[config.mk]
export PLATFORM = sky130hd
export DESIGN_NAME = reaction_ctrl
export DESIGN_NICKNAME = d
export VERILOG_FILES = /design/src/rtl/reaction_pkg.sv /design/src/rtl/ms_tick.sv /design/src/rtl/reaction_ctrl.sv
export SDC_FILE = /design/constraint.sdc
export NUM_CORES = 1
export LEC_CHECK = 0
export BUFFER_PORTS_ARGS = -buffer_cell sky130_fd_sc_hd__buf_2
export CORE_MARGIN = 2
export CORE_UTILIZATION = 40
export DETAILED_ROUTE_END_ITERATION = 12
export PLACE_DENSITY_LB_ADDON = 0.3
export SYNTH_ARGS = -nofsm -noshare
export SYNTH_HDL_FRONTEND = slang
export SYNTH_SLANG_ARGS = --single-unit
[constraint.sdc]
create_clock -name clk -period 2.59 [get_ports clk]
set_clock_uncertainty 0.1 [all_clocks]
set_input_delay 0.518 -clock clk [delete_from_list [all_inputs] [get_ports clk]]
set_output_delay 0.518 -clock clk [all_outputs]
set_load 0.05 [all_outputs]
[src/rtl/reaction_pkg.sv]
// reaction_pkg
//   Shared definitions for the reaction-time game round sequencer:
//   FSM state encoding, the time saturation value, and the LFSR seed,
//   tap mask and single-step function used for the random pre-GO delay.
package reaction_pkg;

    typedef enum logic [2:0] {
        S_IDLE = 3'd0,
        S_WAIT = 3'd1,
        S_GO   = 3'd2,
        S_DONE = 3'd3,
        S_FOUL = 3'd4
    } state_t;

    localparam int MAX_MS = 9999;

    localparam logic [15:0] LFSR_SEED = 16'hACE1;
    // Galois form of x^16 + x^14 + x^13 + x^11 + 1, shifting right.
    localparam logic [15:0] LFSR_TAPS = 16'hB400;

    function automatic logic [15:0] lfsr_step(input logic [15:0] s);
        return {1'b0, s[15:1]} ^ (s[0] ? LFSR_TAPS : 16'h0000);
    endfunction

endpackage

[src/rtl/ms_tick.sv]
// ms_tick
//   Free-running prescaler producing a one-cycle tick every DIV cycles.
//   A synchronous clear restarts the count so that the first tick after a
//   clear is seen DIV cycles later.
// Ports:
//   clk    in  system clock
//   rst_n  in  synchronous active-low reset
//   clr    in  synchronous prescaler clear
//   tick   out high for one cycle when the prescaler reaches DIV-1
module ms_tick #(
    parameter int DIV = 50_000
) (
    input  logic clk,
    input  logic rst_n,
    input  logic clr,
    output logic tick
);

    localparam int            CW   = (DIV > 1) ? $clog2(DIV) : 1;
    localparam logic [CW-1:0] LAST = CW'(DIV - 1);

    logic [CW-1:0] cnt;

    always_ff @(posedge clk) begin
        if (!rst_n || clr) begin
            cnt <= '0;
        end else if (cnt == LAST) begin
            cnt <= '0;
        end else begin
            cnt <= cnt + 1'b1;
        end
    end

    assign tick = (cnt == LAST);

endmodule

[src/rtl/reaction_ctrl.sv]
// reaction_ctrl
//   Round sequencer for the reaction-time game. A start pulse launches a
//   pseudo-random wait, after which the GO LED lights and the reaction time
//   is counted in milliseconds until the button press. False starts and
//   timeouts are flagged, the best valid time is kept, and the release
//   detector enable is gated so each round needs one clean release.
// Configuration:
//   REACT_BEST_EN  when defined, best_ms tracks the minimum valid time;
//                  otherwise best_ms is tied to MAX_MS.
// Ports:
//   clk          in   system clock
//   rst_n        in   synchronous active-low reset
//   start        in   one-cycle pulse from the release detector
//   btn          in   synchronized button level, 1 = pressed
//   start_en     out  enable to the release detector
//   led          out  GO light
//   time_ms      out  last measured reaction time (ms)
//   best_ms      out  best valid time, MAX_MS when none yet
//   false_start  out  last round fouled
//   timeout      out  last round hit MAX_MS
//   busy         out  round in progress (WAIT or GO)
module reaction_ctrl
    import reaction_pkg::*;
#(
    parameter int CLK_HZ       = 50_000_000,
    parameter int MIN_DELAY_MS = 1000,
    parameter int RAND_BITS    = 11,
    parameter int TIME_W       = 14
) (
    input  logic              clk,
    input  logic              rst_n,
    input  logic              start,
    input  logic              btn,
    output logic              start_en,
    output logic              led,
    output logic [TIME_W-1:0] time_ms,
    output logic [TIME_W-1:0] best_ms,
    output logic              false_start,
    output logic              timeout,
    output logic              busy
);

    localparam int                TICK_DIV = CLK_HZ / 1000;
    localparam int                DLY_W    = $clog2(MIN_DELAY_MS + (1 << RAND_BITS));
    localparam logic [TIME_W-1:0] MAX_T    = TIME_W'(MAX_MS);
    localparam logic [TIME_W-1:0] MAX_T_M1 = TIME_W'(MAX_MS - 1);

    state_t           state, state_nx;
    logic [15:0]      lfsr;
    logic [DLY_W-1:0] delay_cnt;
    logic             armed, armed_nx;
    logic             led_nx, busy_nx, start_en_nx;
    logic             tick, tick_clr, round_end, saturate;

    ms_tick #(.DIV(TICK_DIV)) u_tick (
        .clk   (clk),
        .rst_n (rst_n),
        .clr   (tick_clr),
        .tick  (tick)
    );

    assign saturate = tick && (time_ms == MAX_T_M1);

    always_ff @(posedge clk) begin
        if (!rst_n) begin
            state <= S_IDLE;
        end else begin
            state <= state_nx;
        end
    end

    // A press always beats the coincident final WAIT tick or saturating GO tick.
    always_comb begin
        state_nx = state;
        unique case (state)
            S_IDLE, S_DONE, S_FOUL: begin
                if (start) state_nx = S_WAIT;
            end
            S_WAIT: begin
                if (btn)                                     state_nx = S_FOUL;
                else if (tick && delay_cnt == DLY_W'(1))     state_nx = S_GO;
            end
            S_GO: begin
                if (btn || saturate) state_nx = S_DONE;
            end
            default: state_nx = S_IDLE;
        endcase
    end

    // Next values of the registered outputs are decoded from the next state.
    // Entry to DONE/FOUL disarms even if btn is already low that cycle; the
    // following cycle with btn=0 re-arms.
    always_comb begin
        round_end   = (state == S_GO && state_nx == S_DONE) ||
                      (state == S_WAIT && state_nx == S_FOUL);
        tick_clr    = (state_nx == S_WAIT && state != S_WAIT) ||
                      (state_nx == S_GO && state != S_GO);
        led_nx      = (state_nx == S_GO);
        busy_nx     = (state_nx == S_WAIT) || (state_nx == S_GO);
        armed_nx    = armed;
        if (round_end)  armed_nx = 1'b0;
        else if (!btn)  armed_nx = 1'b1;
        start_en_nx = armed_nx && !busy_nx;
    end

    always_ff @(posedge clk) begin
        if (!rst_n) begin
            lfsr        <= LFSR_SEED;
            led         <= 1'b0;
            busy        <= 1'b0;
            start_en    <= 1'b1;
            armed       <= 1'b1;
            time_ms     <= '0;
            false_start <= 1'b0;
            timeout     <= 1'b0;
        end else begin
            lfsr     <= lfsr_step(lfsr);
            led      <= led_nx;
            busy     <= busy_nx;
            start_en <= start_en_nx;
            armed    <= armed_nx;
            unique case (state)
                S_IDLE, S_DONE, S_FOUL: begin
                    if (start) begin
                        time_ms     <= '0;
                        false_start <= 1'b0;
                        timeout     <= 1'b0;
                    end
                end
                S_WAIT: begin
                    if (btn) false_start <= 1'b1;
                end
                S_GO: begin
                    if (tick)              time_ms <= time_ms + 1'b1;
                    if (saturate && !btn)  timeout <= 1'b1;
                end
                default: ;
            endcase
        end
    end

    // Delay counter is loaded before every use, so it carries no reset.
    always_ff @(posedge clk) begin
        if (state != S_WAIT && state != S_GO && start) begin
            delay_cnt <= DLY_W'(MIN_DELAY_MS) + DLY_W'(lfsr[RAND_BITS-1:0]);
        end else if (state == S_WAIT && tick) begin
            delay_cnt <= delay_cnt - 1'b1;
        end
    end

`ifdef REACT_BEST_EN
    // Time as it will stand after this edge, including a coincident tick.
    logic [TIME_W-1:0] time_fin;
    assign time_fin = tick ? time_ms + 1'b1 : time_ms;

    // A GO->DONE caused by the press is the only non-timeout round end.
    always_ff @(posedge clk) begin
        if (!rst_n) begin
            best_ms <= MAX_T;
        end else if (state == S_GO && btn && time_fin < best_ms) begin
            best_ms <= time_fin;
        end
    end
`else
    assign best_ms = MAX_T;
`endif

endmodule

# Word level (Yosys, flattened, before mapping)
# Index checks and enable logic that the tools add are counted.
classes:
  n_bitwise: 1
  addsub: 4
  n_eq_ne: 17
  mux: 18
  n_reduce_logical: 28
ops:
  columns: ["cell", "n"]
  rows:
  - ["$mux 14", 2]
  - ["$pmux 14 s2", 1]
  - ["$mux 12", 2]
  - ["$add 16x1->16 const B", 1]
  - ["$eq 16x16->1 const B", 1]
  - ["$mux 16", 1]
  - ["$xor 15x16->16", 1]
  - ["$add 14x1->14 const B", 1]
  - ["$eq 14x14->1 const B", 1]
  - ["$add 10x11->12 const A", 1]
  - ["$eq 12x1->1 const B", 1]
  - ["$eq 3x2->1 const B", 4]
  - ["$mux 3", 4]
  - ["$sub 12x1->12 const B", 1]
  - ["$logic_and 1x1->1", 11]
  - ["$pmux 3 s3", 1]
  - ["$reduce_and 3->1", 3]
  - ["$eq 3x1->1 const B", 2]
  - ["$eq 3x3->1 const B", 2]
  - ["$ne 2x2->1 const B", 3]
  - ["$reduce_bool 2->1", 3]
  - ["$logic_or 1x1->1", 5]
  - ["$mux 1", 5]
  - ["$pmux 1 s2", 2]
  - ["other kinds (7)", 9]
word_totals:
  output_inout_bits: 33
  in_bits: 4
  reg_bits: 67
  word_cells: 79

# Depth between registers and ports, before layout
# Gate-level depths: netlist of the first run.
depth:
  ltp_word: 10
  ltp_mapped: 8
  ltp_nobuf: 6

# Modules after synthesis
# A second synthesis of the first run with hierarchy kept.
hier_totals:
  hier_cells: 362
  hier_area_um2: 3442.1
by_module_without_submodules:
  columns: ["module", "instances", "area_per_inst_um2", "cells_per_inst"]
  rows:
  - ["reaction_ctrl", 1, 2642.5, 282]
  - ["ms_tick", 1, 799.5, 80]

# Worst setup path after synthesis of the first run
# OpenSTA, ideal clock, no wires.
synth_timing:
  path_type: "register to register"
  start: "register u_tick.cnt[0]"
  end: "register delay_cnt[0], enable pin"
  setup_ns: 0.400
  path_stages_with_launch: 6
  slack_ns: 0.101
  synth_period_minus_slack_ns: 2.489
  arrival_time_ns: 1.989
  required_time_ns: 2.090
  path_buffers: 1
  cell_sequence: "dfxtp_1 ha_1 and3_1 clkbuf_4 nand4_4 o31ai_1"
synth_via:
  elab_chain_cells: 3
synth_rtl:
  columns: ["item", "line", "text"]
  rows:
  - ["from (decl)", "ms_tick.sv:22", "logic [CW-1:0] cnt;"]
  - ["from (signal assigned)", "ms_tick.sv:30", "cnt <= cnt + 1'b1;"]
  - ["$eq 16x16->1", "ms_tick.sv:34", "assign tick = (cnt == LAST);"]
  - ["$logic_and 1x1->1", "reaction_ctrl.sv:146", "end else if (state == S_WAIT && tick) begin"]
  - ["$reduce_bool 2->1 (no line)", null, null]
  - ["to (signal assigned)", "reaction_ctrl.sv:145", "delay_cnt <= DLY_W'(MIN_DELAY_MS) + DLY_W'(lfsr[RAND_BITS-1:0]);"]
  - ["to (signal assigned)", "reaction_ctrl.sv:147", "delay_cnt <= delay_cnt - 1'b1;"]
  - ["to (decl)", "reaction_ctrl.sv:50", "logic [DLY_W-1:0] delay_cnt;"]
# Every way passes these cells.
# A chain may end at the register's enable or synchronous reset.

# Final worst setup path of the first run
layout_timing:
  start: "register state[1]"
  end: "register time_ms[11]"
layout_via:
  elab_chain_cells: 4
  word_cells_on_any_way: 10
layout_rtl:
  columns: ["item", "line", "text"]
  rows:
  - ["from (decl)", "reaction_ctrl.sv:48", "state_t state, state_nx;"]
  - ["from (signal assigned)", "reaction_ctrl.sv:68", "state <= state_nx;"]
  - ["$eq 3x2->1, or another cell as far along", "reaction_ctrl.sv:122", "unique case (state)"]
  - ["$reduce_or 3->1", "reaction_ctrl.sv:122", null]
  - ["$ne 2x2->1 (no line) or $reduce_bool 2->1 (tied branches)", null, null]
  - ["$reduce_and 3->1 (no line)", null, null]
  - ["to (signal assigned)", "reaction_ctrl.sv:134", "if (tick) time_ms <= time_ms + 1'b1;"]
  - ["to (decl)", "reaction_ctrl.sv:36", "output logic [TIME_W-1:0] time_ms,"]
# Several ways; a longest one is shown, not always the timed one.

==> impl_metrics.csv, run 1 <==
group,metric,value,unit
pwr,powerDensity,604,nW/µm²
yosys,synthCells,350,
worst_setup_path,ff2ff_path_depth,5,
finish,num_antenna_cells,0,
worst_setup_path,cpMaxStageDelayCell,"dfxtp_1",
pwr,finalPower,0.00219,W
worst_setup_path,arrival,2.35,ns
worst_hold_path,worstHoldStart,"lfsr[12]",
floorplanning,rows,33,
cts,root_buffer,"clkbuf_8",
floorplanning,ios,37,
yosys,synth_ff_type,"dfxtp_1",
yosys,synth_cell_type_count,53,
cts,numCtsBuffers,9,
cts,ctsResizeCount,0,
yosys,ys_ff_latch,67,
job,cap_violations,0,
worst_setup_path,cp_top_family,"simple AND/OR/NAND/NOR gates",
detailed_routing,vias,2418,
global_route,antenna_found_initial,0,
global_route,grt_max_degree,24,
detailed_routing,drt_iter0_markers,68,
floorplanning,die_area,9020,µm²
sta,fmax,458,MHz
worst_setup_path,end_kind,"register",
outcome,outcome,"complete, no violations",
floorplanning,die_x,95.0,µm
finish,final_nets,382,
worst_setup_path,cp-start-kind,"register",
cts,cts_hold_buf,0,
cts,cts_tree,"built",
worst_setup_path,required,2.75,ns
yosys,synthMuxAreaShare,0.00907,
detailed_routing,drt-pass1-iter-count,4,
worst_hold_path,hold_path_class,"register to register",
sta,finalHoldViolations,0,
cts,clock_latency,0.34,ns
worst_setup_path,reg2reg_to,"time_ms[11]",
global_route,grtUsageMet2,0.226,
finish,area_delta_synth_final,9.49,%
global_route,grt-busiest-layer,"met2",
floorplanning,fp.dieH,95.0,µm
worst_setup_path,slowest_delay,0.56,ns
worst_setup_path,cp_num_buf_inv,0,
cts,cts_setup_buffers,0,
worst_setup_path,crit_chain,"nor3b_1 -> nand2_1 -> o2bb2a_4 -> or4_1 -> a21oi_1",
pwr,leakage,1.38,nW
finish,drive_above_1_share,0.146,
floorplanning,fp.coreArea,8130,µm²
worst_setup_path,worstReg2RegStart,"state[1]",
global_route,grt_usage,0.144,
placed_design,gp_congestion,0.839,
sta,min_period,2.18,ns
detailed_routing,drc_errors,0,
sta,setup_tns,0,ns
global_route,first_global_vias,2200,
pwr,ir_drop,0.313,mV
sta,tightest_slew,0.600,ns
yosys,synth-compound-area-share,0.107,
finish,final_common_cell,"dfxtp_1",
worst_setup_path,cp_max_fo,10,
worst_hold_path,whs_path_depth,1,
sta,relSlewSlack,0.600,
yosys,synthesis.area,3310,µm²
yosys,synth_top_family_by_area,"simple AND/OR/NAND/NOR gates",
detailed_routing,ant_nets,0,
sta,setup_viol,0,
floorplanning,initial_utilization,0.407,
global_route,grt_pass1_wl,10100,µm
placed_design,io_buffers,22,
cts,cts_sinks,67,
worst_setup_path,ff2ff_setup_slack,0.41,ns
yosys,yosys_warnings,0,
worst_setup_path,critPathKind,"register to register",
detailed_routing,wirelength,5870,µm
yosys,synth-simple-area-share,0.260,
yosys,synth-seq-area-share,0.442,
placed_design,hpwl,4140,µm
sta,maxSlewViolCount,0,
global_route,grt_overflow,0,
worst_hold_path,min_to,"lfsr[11]",
cts,clkTransAtPathRegs,0.08,ns
detailed_routing,wl_per_cell,12.2,µm
finish,layout_common_cells,"55 x dfxtp_1, 39 x nor2_1, 25 x a21oi_1, 24 x nand2_1, 22 x buf_2",
sta,rsz0062_at_grt,"false",
cts,clock_path_buffers,2,
yosys,syn_avg_cell_area,9.46,µm²
yosys,synth-edff-count,12,
sta,min_period_over_period,0.844,
detailed_routing,viasPerCell,5.02,
yosys,synthArstFlopShare,0,
cts,cts.htree.levels,3,
yosys,synthAdderAreaFrac,0.0227,
yosys,synth_xor_area_frac,0.0926,
global_route,use_met1,0.186,
global_route,use_met3,0.0479,
worst max-delay path by stage:
stage                   from  slack (ns)  cells past startpoint       endpoint
6_report            state[1]        0.41                      5    time_ms[11]
3_3_place_gp    delay_cnt[6]        0.47                      5  delay_cnt[11]
2_1_floorplan  u_tick.cnt[0]        0.10                      5   delay_cnt[0]
4_1_cts             state[1]        0.42                      5    time_ms[11]
5_1_grt             state[1]        0.26                      5    time_ms[11]
3_5_place_dp        state[1]        0.44                      5    time_ms[11]
flip-flops by register name, summed over array words and instances (netlist names):
signal,count
false_start,1
timeout,1
time_ms,14
lfsr,16
start_en,1
delay_cnt,12
armed,1
u_tick.cnt,16
busy,1
state,3
led,1
final cells by class:
type / instances / area [µm²]
tap: 105 / 131
fill: 801 / 4510
clock buffer: 10 / 149
inverter: 10 / 37.5
clock inverter: 6 / 37.5
sequential: 67 / 1460
multi-input combinational: 260 / 1680
timing repair buffer: 24 / 125
metrics by stage:
step                      hold slack, ns  setup WS (ns)  instance area [µm²]   util  cells
after CTS                          0.318          0.423                 3620  0.445    482
after detailed placement           0.300          0.440                 3440  0.423    466
final                              0.313          0.405                 3620  0.445    482
after global routing               0.333          0.257                 3620  0.445    482
after floorplan                    0.286          0.101                 3350      -    362
after global placement             0.298          0.465                 3440  0.423    466
synthesized netlist by cell type, drive strengths merged, types with 3 or more instances:
master | count | area, µm²
and3 | 8 | 50.1
o21ai | 14 | 70.1
buf | 18 | 144
edfxtp | 12 | 360
xnor2 | 20 | 175
nand2b | 11 | 76.3
nand4 | 5 | 46.3
nor3b | 3 | 22.5
nor4 | 5 | 37.5
mux2i | 3 | 30.0
or4 | 5 | 45.0
nor3 | 8 | 56.3
clkbuf | 7 | 30.0
and4 | 4 | 35.0
a21oi | 26 | 134
nor4b | 3 | 56.3
nand3 | 8 | 40.0
nor2 | 39 | 146
xor2 | 15 | 131
and2 | 8 | 50.1
o31ai | 5 | 37.5
ha | 6 | 75.1
inv | 10 | 37.5
or3 | 9 | 56.3
dfxtp | 55 | 1100
nand2 | 24 | 90.1
power breakdown:
| group | total [W] | internal (W) | switching [W] |
|---|---|---|---|
| combinational | 0.000225 | 0.0000713 | 0.000153 |
| clock | 0.000808 | 0.000402 | 0.000406 |
| sequential | 0.00116 | 0.00112 | 0.0000420 |
| total | 0.00219 | 0.00159 | 0.000601 |
kinds of logic after synthesis:
family          Yosys count
flops                    67
mux                       3
fa+ha+maj                 6
buf+inv                  35
simple gates            147
xor+xnor                 35
compound gates           55
other cells               2
routing by layer:
layer  vias up  wire [µm]
li1       1234          -
met1      1137       2880
met2        38       2680
met3         9        231
met4         0         76
met5         -          0
(Power assumes the default switching activity.)
==> inputs of run 2 (changes only) <==
==> constraint.sdc (replaced) <==
create_clock -name clk -period 1.95 [get_ports clk]
set_clock_uncertainty 0.1 [all_clocks]
set_input_delay 0.39 -clock clk [delete_from_list [all_inputs] [get_ports clk]]
set_output_delay 0.39 -clock clk [all_outputs]
set_load 0.05 [all_outputs]
==> impl_metrics.csv, run 2 (synthesis results as in run 1) <==
group,metric,value,unit
worst_hold_path,min_to,"armed",
floorplanning,fp.coreArea,8130,µm²
detailed_routing,drc_errors,0,
worst_setup_path,cp_max_fo,2,
worst_setup_path,cp-start-kind,"register",
finish,layout_common_cells,"44 x dfxtp_1, 38 x nor2_1, 28 x buf_4, 24 x nand2_1",
finish,instances_no_fill,512,
finish,seq_area,1480,µm²
placed_design,hpwl,4600,µm
placed_design,placed_cells,494,
cts,numCtsBuffers,9,
sta,tightest_slew,0.470,ns
finish,final_common_cell,"dfxtp_1",
worst_hold_path,whs_path_depth,4,
sta,rsz0062_at_grt,"true",
cts,cts_tree,"built",
global_route,grt_overflow,0,
pwr,ir_drop,0.379,mV
worst_hold_path,worstHoldStart,"btn",
detailed_routing,viasPerCell,4.88,
cts,clock_path_buffers,2,
worst_setup_path,end_kind,"register",
global_route,antenna_found_initial,0,
detailed_routing,wl_per_cell,12.5,µm
finish,drive_above_1_share,0.265,
sta,relSlewSlack,0.679,
cts,clkTransAtPathRegs,0.08,ns
detailed_routing,drt-pass1-iter-count,4,
finish,multi_input_area,1740,µm²
floorplanning,die_area,9020,µm²
detailed_routing,vias,2498,
pwr,powerDensity,754,nW/µm²
worst_setup_path,reg2reg_to,"delay_cnt[11]",
detailed_routing,ant_nets,0,
global_route,grt_max_degree,24,
worst_setup_path,arrival,2.07,ns
worst_setup_path,ff2ff_setup_slack,-0.13,ns
sta,min_period,2.08,ns
cts,root_buffer,"clkbuf_8",
finish,num_antenna_cells,0,
sta,maxSlewViolCount,0,
floorplanning,ios,37,
job,cap_violations,0,
detailed_routing,drt_iter0_markers,92,
worst_setup_path,required,1.94,ns
sta,setup_tns,-0.340,ns
outcome,violations,"setup timing",
finish,area_delta_synth_final,19.8,%
global_route,first_global_vias,2393,
outcome,outcome,"finished, violations left",
floorplanning,initial_utilization,0.407,
finish,nFillCells,759,
worst_setup_path,worstReg2RegStart,"delay_cnt[7]",
floorplanning,fp.dieH,95.0,µm
placed_design,io_buffers,22,
sta,setup_viol,5,
worst_setup_path,critPathKind,"register to register",
cts,cts_sinks,67,
sta,fin_ws,-0.126,ns
cts,cts.htree.levels,3,
sta,min_period_over_period,1.06,
worst_setup_path,ff2ff_path_depth,5,
finish,top_regs,"lfsr (16), u_tick.cnt (16), time_ms (14)",
global_route,grt_usage,0.154,
pwr,leakage,1.56,nW
placed_design,preCtsSetupSlack,-0.130,ns
placed_design,gp_congestion,0.811,
sta,fmax,482,MHz
floorplanning,die_x,95.0,µm
cts,clock_latency,0.34,ns
finish,final_nets,412,
sta,finalHoldViolations,0,
global_route,grt_pass1_wl,10900,µm
detailed_routing,wirelength,6400,µm
worst_hold_path,hold_path_class,"input port to register",
floorplanning,rows,33,
-- run 2: worst max path at each step --
stage                      start            end  slack, ns  cells after the start
finish              delay_cnt[7]  delay_cnt[11]      -0.13                      5
global route        delay_cnt[7]            led      -0.19                      5
CTS                 delay_cnt[7]  delay_cnt[11]      -0.13                      5
detailed placement  delay_cnt[7]  delay_cnt[11]      -0.13                      5
global placement    delay_cnt[7]  delay_cnt[11]      -0.09                      5
floorplan           delay_cnt[6]  delay_cnt[11]      -0.09                      5
-- run 2: area by class of cell --
| type | count | area share |
|---|---|---|
| clock buffer | 11 | 0.0385 |
| multi-input combinational | 260 | 0.439 |
| inverter | 10 | 0.00946 |
| sequential | 67 | 0.373 |
| clock inverter | 5 | 0.00883 |
| tap | 105 | 0.0331 |
| timing repair buffer | 54 | 0.0987 |
-- run 2: layer usage --
layer,up-vias,global-route usage,part of all wire
met2,32,0.244,0.46
met4,0,0.0471,0.0084
li1,1295,-,-
met3,5,0.0479,0.030
met1,1166,0.201,0.50
met5,-,0,0
-- run 2: worst max-delay path, cell delays in order (launching register included) --
cell	delay, ns
edfxtp_1	0.39
or4_4	0.55
or4_4	0.46
nor2_2	0.11
xnor2_1	0.12
mux2i_1	0.09
-- run 2: power breakdown --
| part | total (W) | leakage, nW | switching (W) | internal [W] |
|---|---|---|---|---|
| clock | 0.00109 | 0.0948 | 0.000545 | 0.000541 |
| combinational | 0.000378 | 0.894 | 0.000234 | 0.000144 |
| sequential | 0.00153 | 0.570 | 0.0000463 | 0.00148 |
-- run 2: repair_timing --
item / 4_1_cts / 5_1_grt
resized for setup: 0 / 17
setup buffers: 1 / 1
hold buffers: 0 / 0
setup endpoints to repair: 6 / 20
pin swaps: 1 / 9
hold endpoints to repair: 0 / 0
-- run 2: metrics by stage --
step | utilization | cell area, µm² | total power (W) | hold WS [ns]
5_1_grt | 0.488 | 3970 | 0.00312 | 0.294
2_1_floorplan | - | 3380 | 0.00184 | 0.286
6_report | 0.488 | 3970 | 0.00299 | 0.287
4_1_cts | 0.480 | 3910 | 0.00302 | 0.275
3_3_place_gp | 0.456 | 3710 | 0.00192 | 0.291
3_5_place_dp | 0.456 | 3710 | 0.00193 | 0.297
==> inputs of run 3 (changes only) <==
--- a/config.mk
+++ b/config.mk
@@ -5,6 +5,7 @@
 export SDC_FILE = /design/constraint.sdc
 export NUM_CORES = 1
 export LEC_CHECK = 0
+export ABC_AREA = 1
 export BUFFER_PORTS_ARGS = -buffer_cell sky130_fd_sc_hd__buf_2
 export CORE_MARGIN = 2
 export CORE_UTILIZATION = 40
==> constraint.sdc (replaced) <==
create_clock -name clk -period 2.4 [get_ports clk]
set_clock_uncertainty 0.1 [all_clocks]
set_input_delay 0.48 -clock clk [delete_from_list [all_inputs] [get_ports clk]]
set_output_delay 0.48 -clock clk [all_outputs]
set_load 0.05 [all_outputs]
==> impl_metrics.csv, run 3 <==
group,metric,value,unit
global_route,grt_pass1_wl,12500,µm
worst_setup_path,cpMaxStageDelayCell,"dfxtp_1",
cts,clock_latency,0.35,ns
cts,ctsResizeCount,0,
pwr,finalPower,0.00254,W
detailed_routing,drc_errors,0,
yosys,synth_most_common_cell,"nand2_1",
finish,final_nets,499,
finish,top_regs,"lfsr (16), u_tick.cnt (16), time_ms (14)",
yosys,yosysTopAreaCell,"dfxtp_1",
finish,layout_common_cells,"91 x nand2_1, 56 x nor2_1, 55 x inv_1, 55 x dfxtp_1, 33 x a21oi_1",
floorplanning,die_area,9450,µm²
yosys,synthArstFlopShare,0,
yosys,ys_top_cells_by_count,"91 x nand2_1, 56 x nor2_1, 55 x dfxtp_1, 55 x inv_1, 33 x a21oi_1",
pwr,leakage,1.56,nW
worst_setup_path,cp-start-kind,"register",
finish,num_antenna_cells,0,
sta,setup_viol,0,
cts,cts_hold_buf,0,
cts,clkTransAtPathRegs,0.08,ns
worst_setup_path,cp_top_family,"simple AND/OR/NAND/NOR gates",
worst_hold_path,hold_path_class,"input port to register",
sta,min_period,1.90,ns
cts,root_buffer,"clkbuf_8",
detailed_routing,wl_per_cell,11.7,µm
cts,cts.htree.levels,3,
floorplanning,initial_utilization,0.406,
worst_setup_path,crit_chain,"ha_1 -> nand2_1 -> nor2_4 -> nand2_1 -> nor2_4 -> inv_1 -> o21ai_1 -> buf_4",
floorplanning,rows,34,
yosys,yosys_warnings,0,
detailed_routing,drt-pass1-iter-count,4,
yosys,ys_ff_latch,67,
yosys,synth_area_leaders,"dfxtp_1 32%, edfxtp_1 10%, nand2_1 9.8%",
global_route,grt_overflow,0,
sta,rsz0062_at_grt,"false",
sta,min_period_over_period,0.792,
pwr,ir_drop,0.413,mV
job,cap_violations,0,
outcome,outcome,"complete, no violations",
detailed_routing,drt_iter0_markers,133,
sta,fmax,526,MHz
detailed_routing,ant_nets,0,
yosys,synth_cell_type_count,42,
global_route,first_global_vias,2794,
yosys,synthesis.area,3480,µm²
pwr,powerDensity,658,nW/µm²
floorplanning,die_x,97.2,µm
worst_setup_path,cp_num_buf_inv,2,
detailed_routing,wirelength,7060,µm
floorplanning,fp.coreArea,8550,µm²
floorplanning,fp.dieH,97.2,µm
sta,relSlewSlack,0.604,
yosys,synth_ff_type,"dfxtp_1",
finish,final_common_cell,"nand2_1",
yosys,synth-seq-area-share,0.420,
global_route,grt_usage,0.161,
worst_setup_path,slowest_delay,0.35,ns
cts,clock_path_buffers,2,
worst_setup_path,arrival,1.86,ns
yosys,synth_top_area_frac,0.317,
floorplanning,ios,37,
sta,tightest_slew,0.589,ns
worst_setup_path,end_kind,"register",
cts,numCtsBuffers,9,
yosys,synthCells,461,
detailed_routing,viasPerCell,4.90,
finish,drive_above_1_share,0.134,
worst_setup_path,critPathKind,"register to register",
sta,maxSlewViolCount,0,
worst_setup_path,cp_max_fo,12,
yosys,syn_avg_cell_area,7.54,µm²
yosys,synth-edff-count,12,
global_route,antenna_found_initial,0,
finish,area_delta_synth_final,10.8,%
sta,finalHoldViolations,0,
placed_design,gp_congestion,0.883,
sta,setup_tns,0,ns
cts,cts_setup_buffers,0,
cts,cts_sinks,67,
placed_design,io_buffers,22,
placed_design,hpwl,5240,µm
global_route,grt_max_degree,20,
cts,cts_tree,"built",
worst_setup_path,required,2.36,ns
detailed_routing,vias,2947,
## run 3: worst register-to-register path, stage by stage (launching register included)
cell and delay (ns):
dfxtp_1 0.35, ha_1 0.17, nand2_1 0.11, nor2_4 0.14, nand2_1 0.11, nor2_4 0.18
inv_1 0.08, o21ai_1 0.14, buf_4 0.23
## run 3: through the flow
stage	hold WS (ns)	area, µm²	utilization	std cells	setup slack (ns)
after global placement	0.305	3650	0.427	586	0.562
after global routing	0.282	3850	0.450	602	0.331
after floorplan	0.290	3520	-	473	0.290
final	0.282	3850	0.450	602	0.499
after CTS	0.261	3850	0.450	602	0.493
after detailed placement	0.313	3650	0.427	586	0.510
## run 3: layout make-up
type                            count  area (µm²)
Sequential cell                    67        1460
Clock buffer                        9         124
Inverter                           60         225
Clock inverter                      7        80.1
Timing Repair Buffer               24         125
Fill cell                         855        4700
Multi-Input combinational cell    327        1700
Tap cell                          108         135
## run 3: cell families after synthesis
kind of cell,count (synthesis),share of synthesized area
AND/OR/NAND/NOR,226,0.310
adder cells (fa/ha/maj),6,0.0216
other,2,0.00216
multiplexers,1,0.00324
AO/OA/AOI/OAI,65,0.102
buffers and inverters,79,0.103
flip-flops,67,0.420
XOR/XNOR,15,0.0378
## run 3: layer usage
layer,global-route usage,vias to the layer above,part of all wire
met1,0.206,1320,0.48
met5,0,-,0
li1,-,1541,-
met2,0.251,69,0.45
met4,0.0630,0,0.025
met3,0.0532,17,0.050
## run 3: power by group
group	total (W)	internal (W)	leakage, nW	switching [W]
clock	0.000982	0.000497	0.106	0.000485
combinational	0.000305	0.0000814	0.890	0.000224
sequential	0.00125	0.00121	0.565	0.0000396
total	0.00254	0.00179	1.56	0.000749
## run 3: path summary, 6_finish.rpt
kind | start | end | slack (ns) | cells after the start
worst min-delay path | btn | timeout | 0.28 | 2
worst min register to register | lfsr[15] | lfsr[14] | 0.33 | 2
worst max-delay path | u_tick.cnt[0] | delay_cnt[2] | 0.50 | 8
worst max register to register | u_tick.cnt[0] | delay_cnt[2] | 0.50 | 8
